<file path="src/rtl/adder_sequencer.sv">
// adder_sequencer: runs one addition on an AXI4-Lite adder peripheral.
// The sequence is write A, write B, read result, then read overflow.
// Only one transaction is in flight at a time, and every wait is bounded
// by a down-counting timeout.
//
// state      | meaning
// IDLE       | cmd_ready high, waiting for cmd_valid
// WA         | AW/W of operand A at BASE+0, channels retire independently
// WB_RESP_A  | bready high, waiting for write-A response
// WB         | AW/W of operand B at BASE+4
// WB_RESP_B  | bready high, waiting for write-B response
// RR         | AR of result register at BASE+8
// RR_DATA    | rready high, capture sum
// RO         | AR of overflow register at BASE+12
// RO_DATA    | rready high, capture overflow bit 0
// DONE       | single-cycle rsp_done pulse
module adder_sequencer #(
   parameter int DATA_WIDTH = 32,
   parameter int ADDR_WIDTH = 8,
   parameter logic [ADDR_WIDTH-1:0] BASE_ADDR = '0,
   parameter int TIMEOUT = 255
) (
   input  logic                    m1_axi_aclk,
   input  logic                    m1_axi_aresetn,
   input  logic                    cmd_valid,
   output logic                    cmd_ready,
   input  logic [DATA_WIDTH-1:0]   cmd_opa,
   input  logic [DATA_WIDTH-1:0]   cmd_opb,
   output logic                    rsp_done,
   output logic [DATA_WIDTH-1:0]   rsp_result,
   output logic                    rsp_overflow,
   output logic [1:0]              rsp_err,
   output logic [ADDR_WIDTH-1:0]   m1_axi_awaddr,
   output logic                    m1_axi_awvalid,
   input  logic                    m1_axi_awready,
   output logic [DATA_WIDTH-1:0]   m1_axi_wdata,
   output logic [DATA_WIDTH/8-1:0] m1_axi_wstrb,
   output logic                    m1_axi_wvalid,
   input  logic                    m1_axi_wready,
   input  logic [1:0]              m1_axi_bresp,
   input  logic                    m1_axi_bvalid,
   output logic                    m1_axi_bready,
   output logic [ADDR_WIDTH-1:0]   m1_axi_araddr,
   output logic                    m1_axi_arvalid,
   input  logic                    m1_axi_arready,
   input  logic [DATA_WIDTH-1:0]   m1_axi_rdata,
   input  logic [1:0]              m1_axi_rresp,
   input  logic                    m1_axi_rvalid,
   output logic                    m1_axi_rready
);

   localparam int CNT_W = (TIMEOUT < 2) ? 1 : $clog2(TIMEOUT + 1);
   localparam logic [CNT_W-1:0] CNT_LOAD = CNT_W'(TIMEOUT);

   typedef enum logic [3:0] {
      ST_IDLE, ST_WA, ST_WB_RESP_A, ST_WB, ST_WB_RESP_B,
      ST_RR, ST_RR_DATA, ST_RO, ST_RO_DATA, ST_DONE
   } state_t;

   state_t state, state_nxt;
   logic aw_done, w_done;
   logic [DATA_WIDTH-1:0] opa_q, opb_q;
   logic [CNT_W-1:0] cnt;
   logic aw_beat, w_beat, b_beat, ar_beat, r_beat, any_beat;
   logic waiting, timed_out;

   assign aw_beat  = m1_axi_awvalid & m1_axi_awready;
   assign w_beat   = m1_axi_wvalid & m1_axi_wready;
   assign b_beat   = m1_axi_bvalid & m1_axi_bready;
   assign ar_beat  = m1_axi_arvalid & m1_axi_arready;
   assign r_beat   = m1_axi_rvalid & m1_axi_rready;
   assign any_beat = aw_beat | w_beat | b_beat | ar_beat | r_beat;
   assign waiting  = (state != ST_IDLE) && (state != ST_DONE);
   // A beat on the terminal-count cycle still wins over the timeout.
   assign timed_out = waiting && !any_beat && (cnt == CNT_W'(1));

   // State register.
   always_ff @(posedge m1_axi_aclk or negedge m1_axi_aresetn) begin
      if (!m1_axi_aresetn) state <= ST_IDLE;
      else                 state <= state_nxt;
   end

   // Next-state decode; a timeout overrides any other move to DONE.
   always_comb begin
      state_nxt = state;
      case (state)
         ST_IDLE:      if (cmd_valid) state_nxt = ST_WA;
         ST_WA:        if ((aw_done | aw_beat) && (w_done | w_beat)) state_nxt = ST_WB_RESP_A;
         ST_WB_RESP_A: if (b_beat) state_nxt = (m1_axi_bresp != 2'b00) ? ST_DONE : ST_WB;
         ST_WB:        if ((aw_done | aw_beat) && (w_done | w_beat)) state_nxt = ST_WB_RESP_B;
         ST_WB_RESP_B: if (b_beat) state_nxt = (m1_axi_bresp != 2'b00) ? ST_DONE : ST_RR;
         ST_RR:        if (ar_beat) state_nxt = ST_RR_DATA;
         ST_RR_DATA:   if (r_beat) state_nxt = (m1_axi_rresp != 2'b00) ? ST_DONE : ST_RO;
         ST_RO:        if (ar_beat) state_nxt = ST_RO_DATA;
         ST_RO_DATA:   if (r_beat) state_nxt = ST_DONE;
         ST_DONE:      state_nxt = ST_IDLE;
         default:      state_nxt = ST_IDLE;
      endcase
      if (timed_out) state_nxt = ST_DONE;
   end

   // Channel outputs; valids are pure state decode so they fall together on timeout or reset.
   always_comb begin
      cmd_ready      = 1'b0;
      rsp_done       = 1'b0;
      m1_axi_awaddr  = '0;
      m1_axi_awvalid = 1'b0;
      m1_axi_wdata   = '0;
      m1_axi_wstrb   = '0;
      m1_axi_wvalid  = 1'b0;
      m1_axi_bready  = 1'b0;
      m1_axi_araddr  = '0;
      m1_axi_arvalid = 1'b0;
      m1_axi_rready  = 1'b0;
      case (state)
         ST_IDLE: cmd_ready = 1'b1;
         ST_WA: begin
            m1_axi_awaddr  = BASE_ADDR;
            m1_axi_awvalid = !aw_done;
            m1_axi_wdata   = opa_q;
            m1_axi_wstrb   = '1;
            m1_axi_wvalid  = !w_done;
         end
         ST_WB: begin
            m1_axi_awaddr  = BASE_ADDR + ADDR_WIDTH'(4);
            m1_axi_awvalid = !aw_done;
            m1_axi_wdata   = opb_q;
            m1_axi_wstrb   = '1;
            m1_axi_wvalid  = !w_done;
         end
         ST_WB_RESP_A, ST_WB_RESP_B: m1_axi_bready = 1'b1;
         ST_RR: begin
            m1_axi_araddr  = BASE_ADDR + ADDR_WIDTH'(8);
            m1_axi_arvalid = 1'b1;
         end
         ST_RO: begin
            m1_axi_araddr  = BASE_ADDR + ADDR_WIDTH'(12);
            m1_axi_arvalid = 1'b1;
         end
         ST_RR_DATA, ST_RO_DATA: m1_axi_rready = 1'b1;
         ST_DONE: rsp_done = 1'b1;
         default: ;
      endcase
   end

   // Per-channel acceptance flags for the write phases, cleared on every state change.
   always_ff @(posedge m1_axi_aclk or negedge m1_axi_aresetn) begin
      if (!m1_axi_aresetn) begin
         aw_done <= 1'b0;
         w_done  <= 1'b0;
      end else if (state_nxt != state) begin
         aw_done <= 1'b0;
         w_done  <= 1'b0;
      end else begin
         if (aw_beat) aw_done <= 1'b1;
         if (w_beat)  w_done  <= 1'b1;
      end
   end

   // Wait timer: reloads on state entry and on any beat, counts down otherwise.
   always_ff @(posedge m1_axi_aclk or negedge m1_axi_aresetn) begin
      if (!m1_axi_aresetn)                         cnt <= CNT_LOAD;
      else if ((state_nxt != state) || any_beat)   cnt <= CNT_LOAD;
      else if (cnt != '0)                          cnt <= cnt - CNT_W'(1);
   end

   // Operand latch and response registers; the response holds until the next accepted command.
   always_ff @(posedge m1_axi_aclk or negedge m1_axi_aresetn) begin
      if (!m1_axi_aresetn) begin
         opa_q        <= '0;
         opb_q        <= '0;
         rsp_result   <= '0;
         rsp_overflow <= 1'b0;
         rsp_err      <= 2'b00;
      end else begin
         if (state == ST_IDLE && cmd_valid) begin
            opa_q   <= cmd_opa;
            opb_q   <= cmd_opb;
            rsp_err <= 2'b00;
         end
         if (timed_out)                                rsp_err <= 2'b10;
         else if (b_beat && (m1_axi_bresp != 2'b00))   rsp_err <= 2'b01;
         else if (r_beat && (m1_axi_rresp != 2'b00))   rsp_err <= 2'b01;
         if (state == ST_RR_DATA && r_beat) rsp_result   <= m1_axi_rdata;
         if (state == ST_RO_DATA && r_beat) rsp_overflow <= m1_axi_rdata[0];
      end
   end

endmodule

</file>
<file path="config.mk">
export PLATFORM = sky130hd
export DESIGN_NAME = adder_sequencer
export DESIGN_NICKNAME = d
export VERILOG_FILES = /design/src/rtl/adder_sequencer.sv
export SDC_FILE = /design/constraint.sdc
export NUM_CORES = 1
export LEC_CHECK = 0
export ABC_AREA = 1
export BUFFER_PORTS_ARGS = -buffer_cell sky130_fd_sc_hd__buf_2
export CAP_MARGIN = 10
export CORE_UTILIZATION = 34
export DETAILED_ROUTE_END_ITERATION = 6
export SYNTH_ARGS = -nofsm -noshare
export SYNTH_HDL_FRONTEND = slang
export SYNTH_SLANG_ARGS = --single-unit
export TNS_END_PERCENT = 1
</file>
<file path="constraint.sdc">
create_clock -name m1_axi_aclk -period 5.4 [get_ports m1_axi_aclk]
set_input_delay 1.08 -clock m1_axi_aclk [delete_from_list [all_inputs] [get_ports m1_axi_aclk]]
set_output_delay 1.08 -clock m1_axi_aclk [all_outputs]
set_load 0.05 [all_outputs]
</file>
==> flow_metrics.py, run 1 <==
metrics = {
    "worst_setup_path": {
        "crit_path_max_fanout": 31,
        "timing.critical_path.arrival_ns": 2.22,
        "setup.worst_path.start_class": "flop",
        "timing.reg2reg.setup_slack_ns": 2.78,
        "timing.setup.critical_path_class": "flop to output pin",
        "worstPathRequired_ns": 4.32,
        "crit_path_end_kind": "output pin",
    },
    "cts": {
        "clkTransAtPathRegs_ns": 0.05,
        "cts_tree": "done",
        "clock-sinks": 113,
        "clock_tree.htree_level_count": 4,
        "cts.root.buffer_cell": "clkbuf_16",
        "clock_insertion_delay_worst_skew_ns": 0.42,
        "ctsResizeCount": 0,
        "cts_made_buffers": 17,
        "clk_path_buf_depth": 2,
        "cts_post_setup_buffers_inserted": 0,
        "postCtsHoldBufs": 0,
    },
    "sta": {
        "timing.clock.skew_ns": 0.0127,
        "slew_viol_final": 0,
        "final.setup.tns_ns": 0,
        "final_period_utilization": 0.611,
        "min_period_ns": 3.30,
        "report.final.setup_viol": 0,
        "max_clock_freq_mhz": 303,
        "rsz0062_at_grt": "false",
        "slew_headroom": 0.310,
        "worst-slew-pin-transition_ns": 1.03,
        "report.final.hold_viol_count": 0,
    },
    "drt": {
        "detailroute.via_count": 4601,
        "antenna_violating_nets_post_route": 0,
        "wire_per_inst_um": 12.4,
        "drt_first_pass_iters": 4,
        "detail_route.vias_per_cell": 4.44,
        "remaining_drcs": 0,
        "drt_wl_total_mm": 12.9,
        "drt_iter0_markers": 248,
    },
    "placed_design": {
        "place.gp.congestion": 0.810,
        "port_buffers": 188,
        "place.detailed.hpwl_mm": 8.79,
    },
    "floorplan": {
        "dieHeight_um": 126,
        "initial_utilization": 0.347,
        "core_area_um2": 15100,
        "core.rowCount": 45,
        "die_area_um2": 16000,
        "io-pin-count": 202,
        "die_w_um": 126,
    },
    "power": {
        "power_density_nw_per_um2": 727,
        "leakage_uw": 0.00395,
        "vdd_ir_drop_max_mv": 0.320,
        "totalPowerFinal_uw": 5000,
    },
    "finish": {
        "layout.cells.most_common_list": "nand2_1 (212), buf_2 (187), dfrtp_1 (105)",
        "drive_above_1_share": 0.294,
        "fill_cells": 1562,
        "synth_to_layout_area_growth_pct": 31.1,
        "final_core_area_utilization": 0.455,
        "finalNetCount": 946,
        "antenna-diode-count": 0,
        "layout.cells.most_common": "nand2_1",
    },
    "synth": {
        "postSynthAreaPerCell_um2": 8.01,
        "synth.yosys.warnings": 0,
        "synthDistinctLibCells": 24,
        "synth-seq-cells": 113,
        "postSynthCellCount": 656,
        "register_area_share_after_synthesis": 0.540,
        "syn_area_um2": 5250,
    },
    "grt": {
        "grt_usage": 0.172,
        "grt_antenna_before_repair": 0,
        "first_global_vias": 4461,
        "pin_count_of_the_biggest_net_entering_global_routing": 80,
        "gr-total-overflow": 0,
        "grt_pass1_wl_mm": 21.6,
    },
    "run": {
        "drv.max_cap_violation_count": 0,
    },
    "min_path": {
        "hp-class": "flop to flop",
    },
    "status": {
        "outcome": "finished clean",
    },
}
-- registers in the layout (all words and copies together) (netlist names) --
signal and cells:
opa_q 32, opb_q 32, rsp_result 32, cnt 8, state 4, rsp_err 2, aw_done 1, rsp_overflow 1
w_done 1
-- critical path, cell delays in order (launching register included) --
cell and delay [ns]:
dfrtp_1 0.45, nor2_2 0.32, nand2_1 0.22, buf_4 0.31, o22ai_1 0.20, buf_2 0.30
-- metrics by stage --
| step | hold WS [ns] | setup slack [ns] | cell area [µm²] | cells |
|---|---|---|---|---|
| after global placement | 0.458 | 2.34 | 6280 | 1005 |
| final | 0.470 | 2.10 | 6890 | 1037 |
| after global routing | 0.493 | 1.98 | 6890 | 1037 |
| after floorplan | 0.504 | 2.00 | 5300 | 668 |
| after detailed placement | 0.460 | 2.31 | 6280 | 1005 |
| after CTS | 0.474 | 2.05 | 6890 | 1037 |
-- synthesized netlist by cell type --
library cell  number  share of area
ha_1               2         0.0048
buf_4             17          0.024
or2_2              1         0.0012
o21ai_0           71          0.068
a21oi_1            2         0.0019
conb_1             1        0.00071
inv_1            104          0.074
nor3_2             1         0.0019
nand2_2            4         0.0048
clkbuf_1          26          0.019
o22ai_1           32          0.038
inv_2              7         0.0050
and3_1             1         0.0012
xor2_1             3         0.0050
nor2_2             5         0.0060
nor3_1             4         0.0038
nand4_1           12          0.014
nand2_1          212           0.15
nand3_1           17          0.016
nand3_2            2         0.0038
nor2_1            18          0.013
dfrtp_1          105           0.50
dfstp_2            8          0.040
nor2_4             1         0.0021
-- kinds of logic after synthesis --
kind of cell,share of synthesized area
XOR/XNOR,0.00500
flip-flops,0.540
adder cells (fa/ha/maj),0.00476
AND/OR/NAND/NOR,0.220
other,0.000714
AO/OA/AOI/OAI,0.108
buffers and inverters,0.122
-- layout make-up --
type                    instances  area [µm²]  area share
clock inverters                11         163      0.0236
clock buffers                  21         440      0.0640
flip-flops and latches        113        2840       0.412
inverters                     111         418      0.0607
multi-input cells             401        1820       0.264
well taps                     188         235      0.0342
repair buffers                192         973       0.141
-- final timing paths --
kind,startpoint,cells past startpoint,to
min in group asynchronous,m1_axi_aresetn,1,opa_q[0]
worst max register to register,state[0],5,rsp_result[10]
worst min-delay path,rsp_result[30],2,rsp_result[30]
max in group asynchronous,m1_axi_aresetn,2,cnt[1]
worst min register to register,rsp_result[30],2,rsp_result[30]
worst max-delay path,state[3],5,m1_axi_wdata[29]
-- routing by layer --
| metal | share of wire | vias up | global-route usage |
|---|---|---|---|
| li1 | - | 2369 | - |
| met1 | 0.46 | 2090 | 0.219 |
| met2 | 0.46 | 133 | 0.272 |
| met3 | 0.073 | 9 | 0.0645 |
| met4 | 0.0098 | 0 | 0.0539 |
| met5 | 0 | - | 0 |
-- where the power goes --
group	total [µW]	internal, µW	switching [µW]
Clock	1150	768	382
Combinational	2500	556	1950
Sequential	1350	1220	138
Total	5000	2540	2470
(Power assumes the default switching activity.)
==> run 2, diff against run 1 <==
- clock period: 5.4 -> 2.86 ns (I/O delays scaled with it)
==> run 2 against run 1 <==
Net effect: core utilization up 0.31 points; critical endpoint is now m1_axi_wdata[25]; largest cell class unchanged; hold slack worse by 0.26 ns; sequential power up 89%; highest routed layer unchanged; critical path depth unchanged.
==> flow_metrics.py, run 2 (same netlist as run 1, synthesis figures left out) <==
metrics = {
    "sta": {
        "report.final.hold_viol_count": 0,
        "report.final.setup_viol": 0,
        "slew_viol_final": 0,
        "final_period_utilization": 0.921,
        "min_period_ns": 2.63,
        "final.setup.tns_ns": 0,
        "slew_headroom": 0.383,
        "timing.clock.skew_ns": 0.00656,
        "worst-slew-pin-transition_ns": 0.924,
        "rsz0062_at_grt": "false",
        "max_clock_freq_mhz": 380,
    },
    "worst_setup_path": {
        "timing.reg2reg.setup_slack_ns": 0.72,
        "worstPathRequired_ns": 2.29,
        "path_buf_inv": 2,
        "critical_path.top_delay_family": "buffers and inverters",
        "slowest_delay_ns": 0.44,
        "crit_path_max_fanout": 24,
        "timing.critical_path.arrival_ns": 2.06,
        "setup.worst_path.start_class": "flop",
        "timing.setup.critical_path_class": "flop to output pin",
        "crit_path_end_kind": "output pin",
        "timing.critical_path.slowest_stage_cell": "dfrtp_1",
        "critical_path_cell_sequence": "nor2_2 > nand2_1 > buf_4 > o22ai_1 > buf_2",
    },
    "finish": {
        "layout.cells.most_common": "nand2_1",
        "synth_to_layout_area_growth_pct": 32.0,
        "drive_above_1_share": 0.301,
        "finalNetCount": 950,
        "post_route_insts_no_fill": 1042,
        "reg_top3": "opa_q x32, opb_q x32, rsp_result x32",
        "layout.cells.most_common_list": "nand2_1 (212), buf_2 (187), dfrtp_1 (105)",
    },
    "cts": {
        "cts_post_setup_buffers_inserted": 0,
        "cts_tree": "done",
        "cts_made_buffers": 17,
        "clock-sinks": 113,
        "cts.root.buffer_cell": "clkbuf_16",
        "clock_tree.htree_level_count": 4,
        "clkTransAtPathRegs_ns": 0.05,
        "ctsResizeCount": 0,
        "postCtsHoldBufs": 0,
        "clock_insertion_delay_worst_skew_ns": 0.41,
        "clk_path_buf_depth": 2,
    },
    "floorplan": {
        "dieHeight_um": 126,
        "core_area_um2": 15100,
        "core.rowCount": 45,
        "die_area_um2": 16000,
        "initial_utilization": 0.347,
        "die_w_um": 126,
        "io-pin-count": 202,
    },
    "power": {
        "power_density_nw_per_um2": 1360,
        "vdd_ir_drop_max_mv": 0.745,
        "totalPowerFinal_uw": 9420,
        "leakage_uw": 0.00395,
    },
    "drt": {
        "drt_iter0_markers": 271,
        "drt_wl_total_mm": 13.2,
        "remaining_drcs": 0,
        "detail_route.vias_per_cell": 4.45,
        "detailroute.via_count": 4638,
        "wire_per_inst_um": 12.6,
        "drt_first_pass_iters": 4,
        "antenna_violating_nets_post_route": 0,
    },
    "placed_design": {
        "port_buffers": 188,
        "placed_cells": 1009,
        "place.gp.congestion": 0.795,
        "place.detailed.hpwl_mm": 9.24,
    },
    "status": {
        "outcome": "finished clean",
    },
    "run": {
        "drv.max_cap_violation_count": 0,
    },
    "min_path": {
        "hp-class": "input port to asynchronous set/reset pin",
    },
    "grt": {
        "grt_usage": 0.175,
        "pin_count_of_the_biggest_net_entering_global_routing": 129,
        "grt_antenna_before_repair": 1,
        "first_global_vias": 4384,
        "gr-total-overflow": 0,
        "grt_pass1_wl_mm": 21.9,
    },
}
[run 2: worst reg2reg max path, cell delays in order, from the launching register on]
cell	delay (ns)
dfrtp_1	0.44
nor2_2	0.29
nand2_1	0.16
buf_4	0.21
inv_1	0.09
nand3_1	0.10
nand4_1	0.12
nand2_1	0.09
nand2_1	0.07
nand2_1	0.08
nor2_4	0.23
nand2_2	0.12
nor2_2	0.09
[run 2: report_power, final]
part / internal [µW] / switching [µW]
Clock: 1330 / 755
Combinational: 1080 / 3700
Sequential: 2290 / 259
[run 2: layout make-up]
class | count | area, µm²
tap | 188 | 235
multi-input combinational | 401 | 1820
fill | 1512 | 8210
clock inverter | 11 | 130
antenna | 1 | 2.50
timing repair buffer | 196 | 1030
clock buffer | 21 | 460
sequential | 113 | 2840
inverter | 111 | 418
[run 2: final timing paths]
path	start	to	cells after the start
hold / removal	m1_axi_aresetn	rsp_err[1]	1
min in group m1_axi_aclk	m1_axi_rdata[7]	rsp_result[7]	3
setup reg to reg	state[3]	aw_done	12
hold reg to reg	rsp_result[17]	rsp_result[17]	2
max in group asynchronous	m1_axi_aresetn	opb_q[20]	2
setup / recovery	state[3]	m1_axi_wdata[25]	5
[run 2: through the flow]
step,hold WS [ns],cell area (µm²),setup WS [ns],util
final,0.208,6930,0.226,0.458
after global placement,0.458,6340,0.635,0.419
after floorplan,0.276,5300,0.262,-
after CTS,0.228,6930,0.178,0.458
after detailed placement,0.459,6340,0.619,0.419
after global routing,0.259,6930,0.0821,0.458
[run 2: per-layer routing]
metal,up-vias,part of all wire,global-route usage
met5,-,0,0
met4,0,0.015,0.0588
met3,16,0.057,0.0578
met2,141,0.46,0.266
met1,2094,0.47,0.235
li1,2387,-,-
